## config.mk

```make
export PLATFORM = sky130hd
export DESIGN_NAME = sv_streamer
export DESIGN_NICKNAME = d
export VERILOG_FILES = /design/src/rtl/svm_pkg.sv /design/src/rtl/alpha_delay.sv /design/src/rtl/sv_streamer.sv
export SDC_FILE = /design/constraint.sdc
export NUM_CORES = 1
export LEC_CHECK = 0
export CORE_MARGIN = 2
export CORE_UTILIZATION = 47
export CTS_CLUSTER_SIZE = 16
export DETAILED_ROUTE_END_ITERATION = 16
export HOLD_SLACK_MARGIN = 0.15
export PLACE_DENSITY = 0.84
export SLEW_MARGIN = 20
export SYNTH_ARGS = -nofsm -noshare
export SYNTH_HDL_FRONTEND = slang
export SYNTH_SLANG_ARGS = --single-unit
```

## constraint.sdc

```tcl
create_clock -name clk -period 2.3 [get_ports clk]
set_input_delay 0.23 -clock clk [delete_from_list [all_inputs] [get_ports clk]]
set_output_delay 0.23 -clock clk [all_outputs]
set_load 0.05 [all_outputs]
```

## src/rtl/svm_pkg.sv

```systemverilog
// Shared types and helpers for the SVM streaming datapath.
// Latency: n/a (package only).
// Backpressure: n/a (package only).
package svm_pkg;

   localparam int DATA_W_DEF = 32;

   typedef logic signed [DATA_W_DEF-1:0] data_t;

   typedef enum logic [1:0] {
      IDLE   = 2'd0,
      FETCH  = 2'd1,
      STREAM = 2'd2
   } streamer_state_t;

   // Address width that never collapses to zero bits for single-entry memories.
   function automatic int clog2_min1(input int n);
      return (n > 1) ? $clog2(n) : 1;
   endfunction

endpackage

```

## src/rtl/alpha_delay.sv

```systemverilog
// Delays a load-qualified word by ALPHA_DLY cycles and holds the last value delivered.
// Latency: ALPHA_DLY cycles from load to dout (0 = combinational pass-through).
// Backpressure: none; every load is delivered.
//
// Ports: clk, rst_n (async active-low), load (capture din this cycle), din, dout (held).
module alpha_delay #(
   parameter int DATA_W    = 32,
   parameter int ALPHA_DLY = 4
) (
   input  logic              clk,
   input  logic              rst_n,
   input  logic              load,
   input  logic [DATA_W-1:0] din,
   output logic [DATA_W-1:0] dout
);

   logic              tail_vld;
   logic [DATA_W-1:0] tail_dat;
   logic [DATA_W-1:0] hold_q;
   logic [DATA_W-1:0] hold_d;

   generate
      if (ALPHA_DLY == 0) begin : g_pass
         assign tail_vld = load;
         assign tail_dat = din;
      end else begin : g_dly
         // Each stage carries a valid tag so only real loads update the output.
         logic              vld_q [ALPHA_DLY];
         logic              vld_d [ALPHA_DLY];
         logic [DATA_W-1:0] dat_q [ALPHA_DLY];
         logic [DATA_W-1:0] dat_d [ALPHA_DLY];

         always_comb begin
            vld_d[0] = load;
            dat_d[0] = din;
            for (int i = 1; i < ALPHA_DLY; i++) begin
               vld_d[i] = vld_q[i-1];
               dat_d[i] = dat_q[i-1];
            end
         end

         always_ff @(posedge clk or negedge rst_n) begin
            if (!rst_n) begin
               for (int i = 0; i < ALPHA_DLY; i++) begin
                  vld_q[i] <= 1'b0;
                  dat_q[i] <= '0;
               end
            end else begin
               for (int i = 0; i < ALPHA_DLY; i++) begin
                  vld_q[i] <= vld_d[i];
                  dat_q[i] <= dat_d[i];
               end
            end
         end

         assign tail_vld = vld_q[ALPHA_DLY-1];
         assign tail_dat = dat_q[ALPHA_DLY-1];
      end
   endgenerate

   assign dout   = tail_vld ? tail_dat : hold_q;
   assign hold_d = dout;

   always_ff @(posedge clk or negedge rst_n) begin
      if (!rst_n) begin
         hold_q <= '0;
      end else begin
         hold_q <= hold_d;
      end
   end

endmodule

```

## src/rtl/sv_streamer.sv

```systemverilog
// Sequences one test vector and NUM_SV support vectors (plus alphas) out of sync RAMs per start.
// Latency: busy 1 cycle after start, first element 2 cycles after start, DIM*NUM_SV gapless beats.
// Backpressure: none; downstream must accept one element per cycle, start ignored while busy.
//
// Ports: clk, rst_n (async active-low); start/busy/done handshake; test_/sv_/alpha_ addr+rdata
// to 1-cycle-latency RAMs; test/support_vector/alpha data out with in_valid, in_start, in_end,
// vector_start, vector_end framing. Optional macro SV_STREAM_STATS_EN adds class_count and
// stream_cycles outputs.
module sv_streamer
   import svm_pkg::*;
#(
   parameter int DIM       = 16,
   parameter int NUM_SV    = 64,
   parameter int DATA_W    = DATA_W_DEF,
   parameter int ALPHA_DLY = 4,
   localparam int TA_W     = clog2_min1(DIM),
   localparam int SA_W     = clog2_min1(DIM * NUM_SV),
   localparam int AA_W     = clog2_min1(NUM_SV)
) (
   input  logic                     clk,
   input  logic                     rst_n,
   input  logic                     start,
   output logic                     busy,
   output logic                     done,
   output logic [TA_W-1:0]          test_addr,
   input  logic [DATA_W-1:0]        test_rdata,
   output logic [SA_W-1:0]          sv_addr,
   input  logic [DATA_W-1:0]        sv_rdata,
   output logic [AA_W-1:0]          alpha_addr,
   input  logic [DATA_W-1:0]        alpha_rdata,
   output logic signed [DATA_W-1:0] test,
   output logic signed [DATA_W-1:0] support_vector,
   output logic signed [DATA_W-1:0] alpha,
   output logic                     in_valid,
   output logic                     in_start,
   output logic                     in_end,
   output logic                     vector_start,
   output logic                     vector_end
`ifdef SV_STREAM_STATS_EN
   ,
   output logic [31:0]              class_count,
   output logic [31:0]              stream_cycles
`endif
);

   streamer_state_t state_q, state_d;
   logic [TA_W-1:0] feat_q, feat_d;
   logic [AA_W-1:0] sv_q, sv_d;
   logic [SA_W-1:0] sv_base_q, sv_base_d;
   logic            busy_q, busy_d;
   logic            done_q, done_d;
   logic            in_valid_q, in_valid_d;
   logic            in_start_q, in_start_d;
   logic            in_end_q, in_end_d;
   logic            vector_start_q, vector_start_d;
   logic            vector_end_q, vector_end_d;

   logic            issue;
   logic            last_feat;
   logic            last_sv;

   // An address is issued in FETCH and every STREAM cycle; the framing for that address
   // is registered so it lines up with the RAM data one cycle later.
   assign issue     = (state_q == FETCH) || (state_q == STREAM);
   assign last_feat = (feat_q == TA_W'(DIM - 1));
   assign last_sv   = (sv_q == AA_W'(NUM_SV - 1));

   always_comb begin
      state_d        = state_q;
      feat_d         = feat_q;
      sv_d           = sv_q;
      sv_base_d      = sv_base_q;
      busy_d         = busy_q;
      in_valid_d     = issue;
      in_start_d     = issue && (feat_q == '0) && (sv_q == '0);
      vector_start_d = issue && (feat_q == '0);
      vector_end_d   = issue && last_feat;
      in_end_d       = issue && last_feat && last_sv;
      done_d         = issue && last_feat && last_sv;

      case (state_q)
         IDLE: begin
            // busy_q still high here means this is the done cycle: start is ignored.
            if (start && !busy_q) begin
               state_d = FETCH;
               busy_d  = 1'b1;
            end else begin
               busy_d  = 1'b0;
            end
         end
         FETCH, STREAM: begin
            state_d = STREAM;
            if (last_feat) begin
               feat_d = '0;
               if (last_sv) begin
                  // Final address issued; the done cycle follows in IDLE with busy held.
                  state_d   = IDLE;
                  sv_d      = '0;
                  sv_base_d = '0;
               end else begin
                  sv_d      = sv_q + AA_W'(1);
                  sv_base_d = sv_base_q + SA_W'(DIM);
               end
            end else begin
               feat_d = feat_q + TA_W'(1);
            end
         end
         default: begin
            state_d = IDLE;
            busy_d  = 1'b0;
         end
      endcase
   end

   always_ff @(posedge clk or negedge rst_n) begin
      if (!rst_n) begin
         state_q        <= IDLE;
         feat_q         <= '0;
         sv_q           <= '0;
         sv_base_q      <= '0;
         busy_q         <= 1'b0;
         done_q         <= 1'b0;
         in_valid_q     <= 1'b0;
         in_start_q     <= 1'b0;
         in_end_q       <= 1'b0;
         vector_start_q <= 1'b0;
         vector_end_q   <= 1'b0;
      end else begin
         state_q        <= state_d;
         feat_q         <= feat_d;
         sv_q           <= sv_d;
         sv_base_q      <= sv_base_d;
         busy_q         <= busy_d;
         done_q         <= done_d;
         in_valid_q     <= in_valid_d;
         in_start_q     <= in_start_d;
         in_end_q       <= in_end_d;
         vector_start_q <= vector_start_d;
         vector_end_q   <= vector_end_d;
      end
   end

   assign test_addr      = feat_q;
   assign sv_addr        = sv_base_q + SA_W'(feat_q);
   assign alpha_addr     = sv_q;

   assign busy           = busy_q;
   assign done           = done_q;
   assign in_valid       = in_valid_q;
   assign in_start       = in_start_q;
   assign in_end         = in_end_q;
   assign vector_start   = vector_start_q;
   assign vector_end     = vector_end_q;
   assign test           = in_valid_q ? test_rdata : '0;
   assign support_vector = in_valid_q ? sv_rdata   : '0;

   // At an SV's last element the alpha RAM output holds that SV's alpha
   // (alpha_addr was still pointing at it one cycle earlier).
   alpha_delay #(
      .DATA_W    (DATA_W),
      .ALPHA_DLY (ALPHA_DLY)
   ) u_alpha_delay (
      .clk   (clk),
      .rst_n (rst_n),
      .load  (in_valid_q && vector_end_q),
      .din   (alpha_rdata),
      .dout  (alpha)
   );

`ifdef SV_STREAM_STATS_EN
   logic [31:0] class_count_q, class_count_d;
   logic [31:0] run_cycles_q, run_cycles_d;
   logic [31:0] stream_cycles_q, stream_cycles_d;

   always_comb begin
      class_count_d   = done_q ? class_count_q + 32'd1 : class_count_q;
      run_cycles_d    = busy_q ? run_cycles_q + 32'd1 : '0;
      // Include the done cycle itself, which is the last busy cycle.
      stream_cycles_d = done_q ? run_cycles_q + 32'd1 : stream_cycles_q;
   end

   always_ff @(posedge clk or negedge rst_n) begin
      if (!rst_n) begin
         class_count_q   <= '0;
         run_cycles_q    <= '0;
         stream_cycles_q <= '0;
      end else begin
         class_count_q   <= class_count_d;
         run_cycles_q    <= run_cycles_d;
         stream_cycles_q <= stream_cycles_d;
      end
   end

   assign class_count   = class_count_q;
   assign stream_cycles = stream_cycles_q;
`endif

endmodule

```

==> out/summary.txt <==
diode count: 0
Core Box Area: 0.01267 mm^2
reg-to-reg setup timing slack: 480 ps
Max Cap Violations: 0
initial antenna violation count: 0
pin count of the biggest net entering global routing: 74
via density per instance: 4.700
critical-path maximum fanout: 9
Post CTS Setup Buffer Count: 0
fraction of registers with async set/reset: 1.000
worst skew pair latency: 420 ps
Leak Pwr: 4.510 nW
die width: 118.0 um
Reg clk slew, reported paths: 70 ps
clk sinks: 188
Main synth FF type: dfrtp_1
CTS H-Tree Depth: 4
vias in the first global route: 4180
Crit path required time: 2070 ps
number of cell rows: 41
I/O pin cnt: 222
Vias: 3802
Tightest Hold Check Type: input pin to flop
share of cells above drive strength 1: 0.2637
register area: 0.004705 mm^2
final period utilization: 0.9638
min Tclk post-route: 2217 ps
antenna-violating nets left: 0
Ys Warns: 0
count of final hold-check violations: 0
Mean Syn Cell Area: 15.42 um^2
Worst Max-Slew Pin Slew: 601.6 ps
total track usage: 0.2250
number of synthesized flops with an enable pin: 0
most frequent cells in the layout: dfrtp_1 (188), clkdlybuf4s50_1 (123), buf_12 (97)
most common cell after layout, fill and taps aside: dfrtp_1
nets: 730
Pwr per Cell Area: 1370 mW/mm^2
placed insts: 776
deepest clock path buffer count: 2
Area growth, synth to finish: 65.27%
post-synthesis sequential area ratio: 0.7703
clk root buf: clkbuf_16
clock skew: 10.47 ps
Yosys reg bits: 188
Worst EP arrival: 1990 ps
Distinct cells, synth: 32
gr ovfl total: 0
Critical R2R Launch: state_q[0]
fin worst setup slack: 83.22 ps
Cell Area, Synth: 0.006107 mm^2
die height: 118.0 um
CTS Buf Count: 17
Crit Path Class: flop to primary output
Total Die Area: 0.01392 mm^2
clock tree from TritonCTS: yes
Worst setup EP type: primary output
HP Start: alpha_rdata[10]
Post-Route Setup TNS: 0 ps
slew margin rel.: 0.5977
syn nets: 502
unrepaired setup endpoints after global routing: no
final setup fails: 0
Max Slew Vio Count: 0
capture point of the worst reg-to-reg path: alpha_addr[5]
Finished Layout Cells: 809
drt drc: 0
filler cell count in the final layout: 667
Setup crit start kind: flop
buffers added on ports: 221
footprint of the multi-input gates: 0.001280 mm^2
outcome: completed
initial DRC count: 239
drt first pass iters: 4
global-route wire length before repair: 23350 um
Synth Instances: 396
routed len/inst: 18.49 um
fmax: 451.1 MHz
Hold Path Depth: 1
R2R depth: 7
Worst VDD drop: 1146 uV
routability cong.: 0.8377
final core utilization: 0.7966
Setup WS pre-CTS: 506.9 ps
HPWL after detailed placement: 10910 um
Min-Delay Endpoint: u_alpha_delay.g_dly.dat_d[74]
Initial Util: 0.4820
total wire length: 14960 um
[sequential cells by signal (all words and copies together) (netlist names)]
name	count
in_valid	1
in_start	1
u_alpha_delay.g_dly.dat_d	96
busy	1
vector_start	1
u_alpha_delay.tail_dat	32
u_alpha_delay.g_dly.vld_d	3
state_q	2
in_end	1
alpha_addr	6
test_addr	4
vector_end	1
u_alpha_delay.tail_vld	1
u_alpha_delay.hold_q	32
sv_base_q	6
[metal layers]
layer | vias up | wire length [um] | global-route usage
li1 | 1735 | - | -
met1 | 1906 | 5677 | 0.2600
met4 | 0 | 242 | 0.07229
met2 | 139 | 8236 | 0.4037
met5 | - | 0 | 0
met3 | 22 | 800 | 0.06395
[how the worst max path moves through the flow]
stage	end	slack (ps)	startpoint
after floorplan	sv_addr[2]	430	test_addr[2]
after global placement	sv_addr[2]	610	test_addr[2]
after detailed placement	alpha_addr[5]	510	state_q[0]
after CTS	sv_addr[2]	90	test_addr[2]
after global routing	sv_addr[2]	40	test_addr[2]
final	sv_addr[2]	80	test_addr[2]
[per-stage QoR]
step	total power, mW	area (um^2)	hold WS, ps
after detailed placement	10.94	9473	272.8
after floorplan	7.499	6107	-65.59
after global routing	14.30	10090	233.0
final	13.83	10090	242.5
after global placement	10.78	9473	258.1
after CTS	13.94	10090	226.1
[worst max-delay path: stages (launching register included)]
cell and delay [ps]:
dfrtp_1 520, xor2_1 210, clkdlybuf4s50_1 830
[final cells by class]
| type | instances | area share |
|---|---|---|
| multi-input combinational | 179 | 0.1268 |
| clock buffer | 18 | 0.04252 |
| timing repair buffer | 229 | 0.3219 |
| clock inverter | 14 | 0.01797 |
| sequential | 188 | 0.4661 |
| tap | 172 | 0.02132 |
| inverter | 9 | 0.003347 |
[report_power, final]
| part | leakage (nW) | internal, mW | switching (mW) |
|---|---|---|---|
| clock | 0.301 | 1.66 | 1.30 |
| sequential | 2.31 | 3.78 | 0.232 |
| combinational | 1.90 | 3.00 | 3.87 |
[what timing repair did]
item                                   CTS  global route
hold buffers                             1             0
gates resized for setup                  0             0
endpoints found under the hold margin   70             0
[cell families (layout without fill, tap and decap cells)]
kind of cell,Yosys count,count (layout),synth area share
AO/OA/AOI/OAI,24,24,0.02315
adder cells (fa/ha/maj),7,7,0.01434
multiplexers,33,33,0.06064
flip-flops,188,188,0.7703
XOR/XNOR,7,7,0.01004
AND/OR/NAND/NOR,107,107,0.1008
other,1,1,0.0006140
buffers and inverters,29,270,0.02008
[synth_stat cells, drive strengths merged (4+ instances only)]
cell,n,share of area
o21ai,14,0.011
inv,8,0.0049
and2,65,0.067
mux2,32,0.059
buf,7,0.0066
nor2,5,0.0031
clkbuf,13,0.0080
ha,7,0.014
nand4,4,0.0041
dfrtp,188,0.77
nand3,8,0.0066
xnor2,5,0.0072
nand2,14,0.0086
a21oi,4,0.0033
Power figures use the tool's default switching activity.
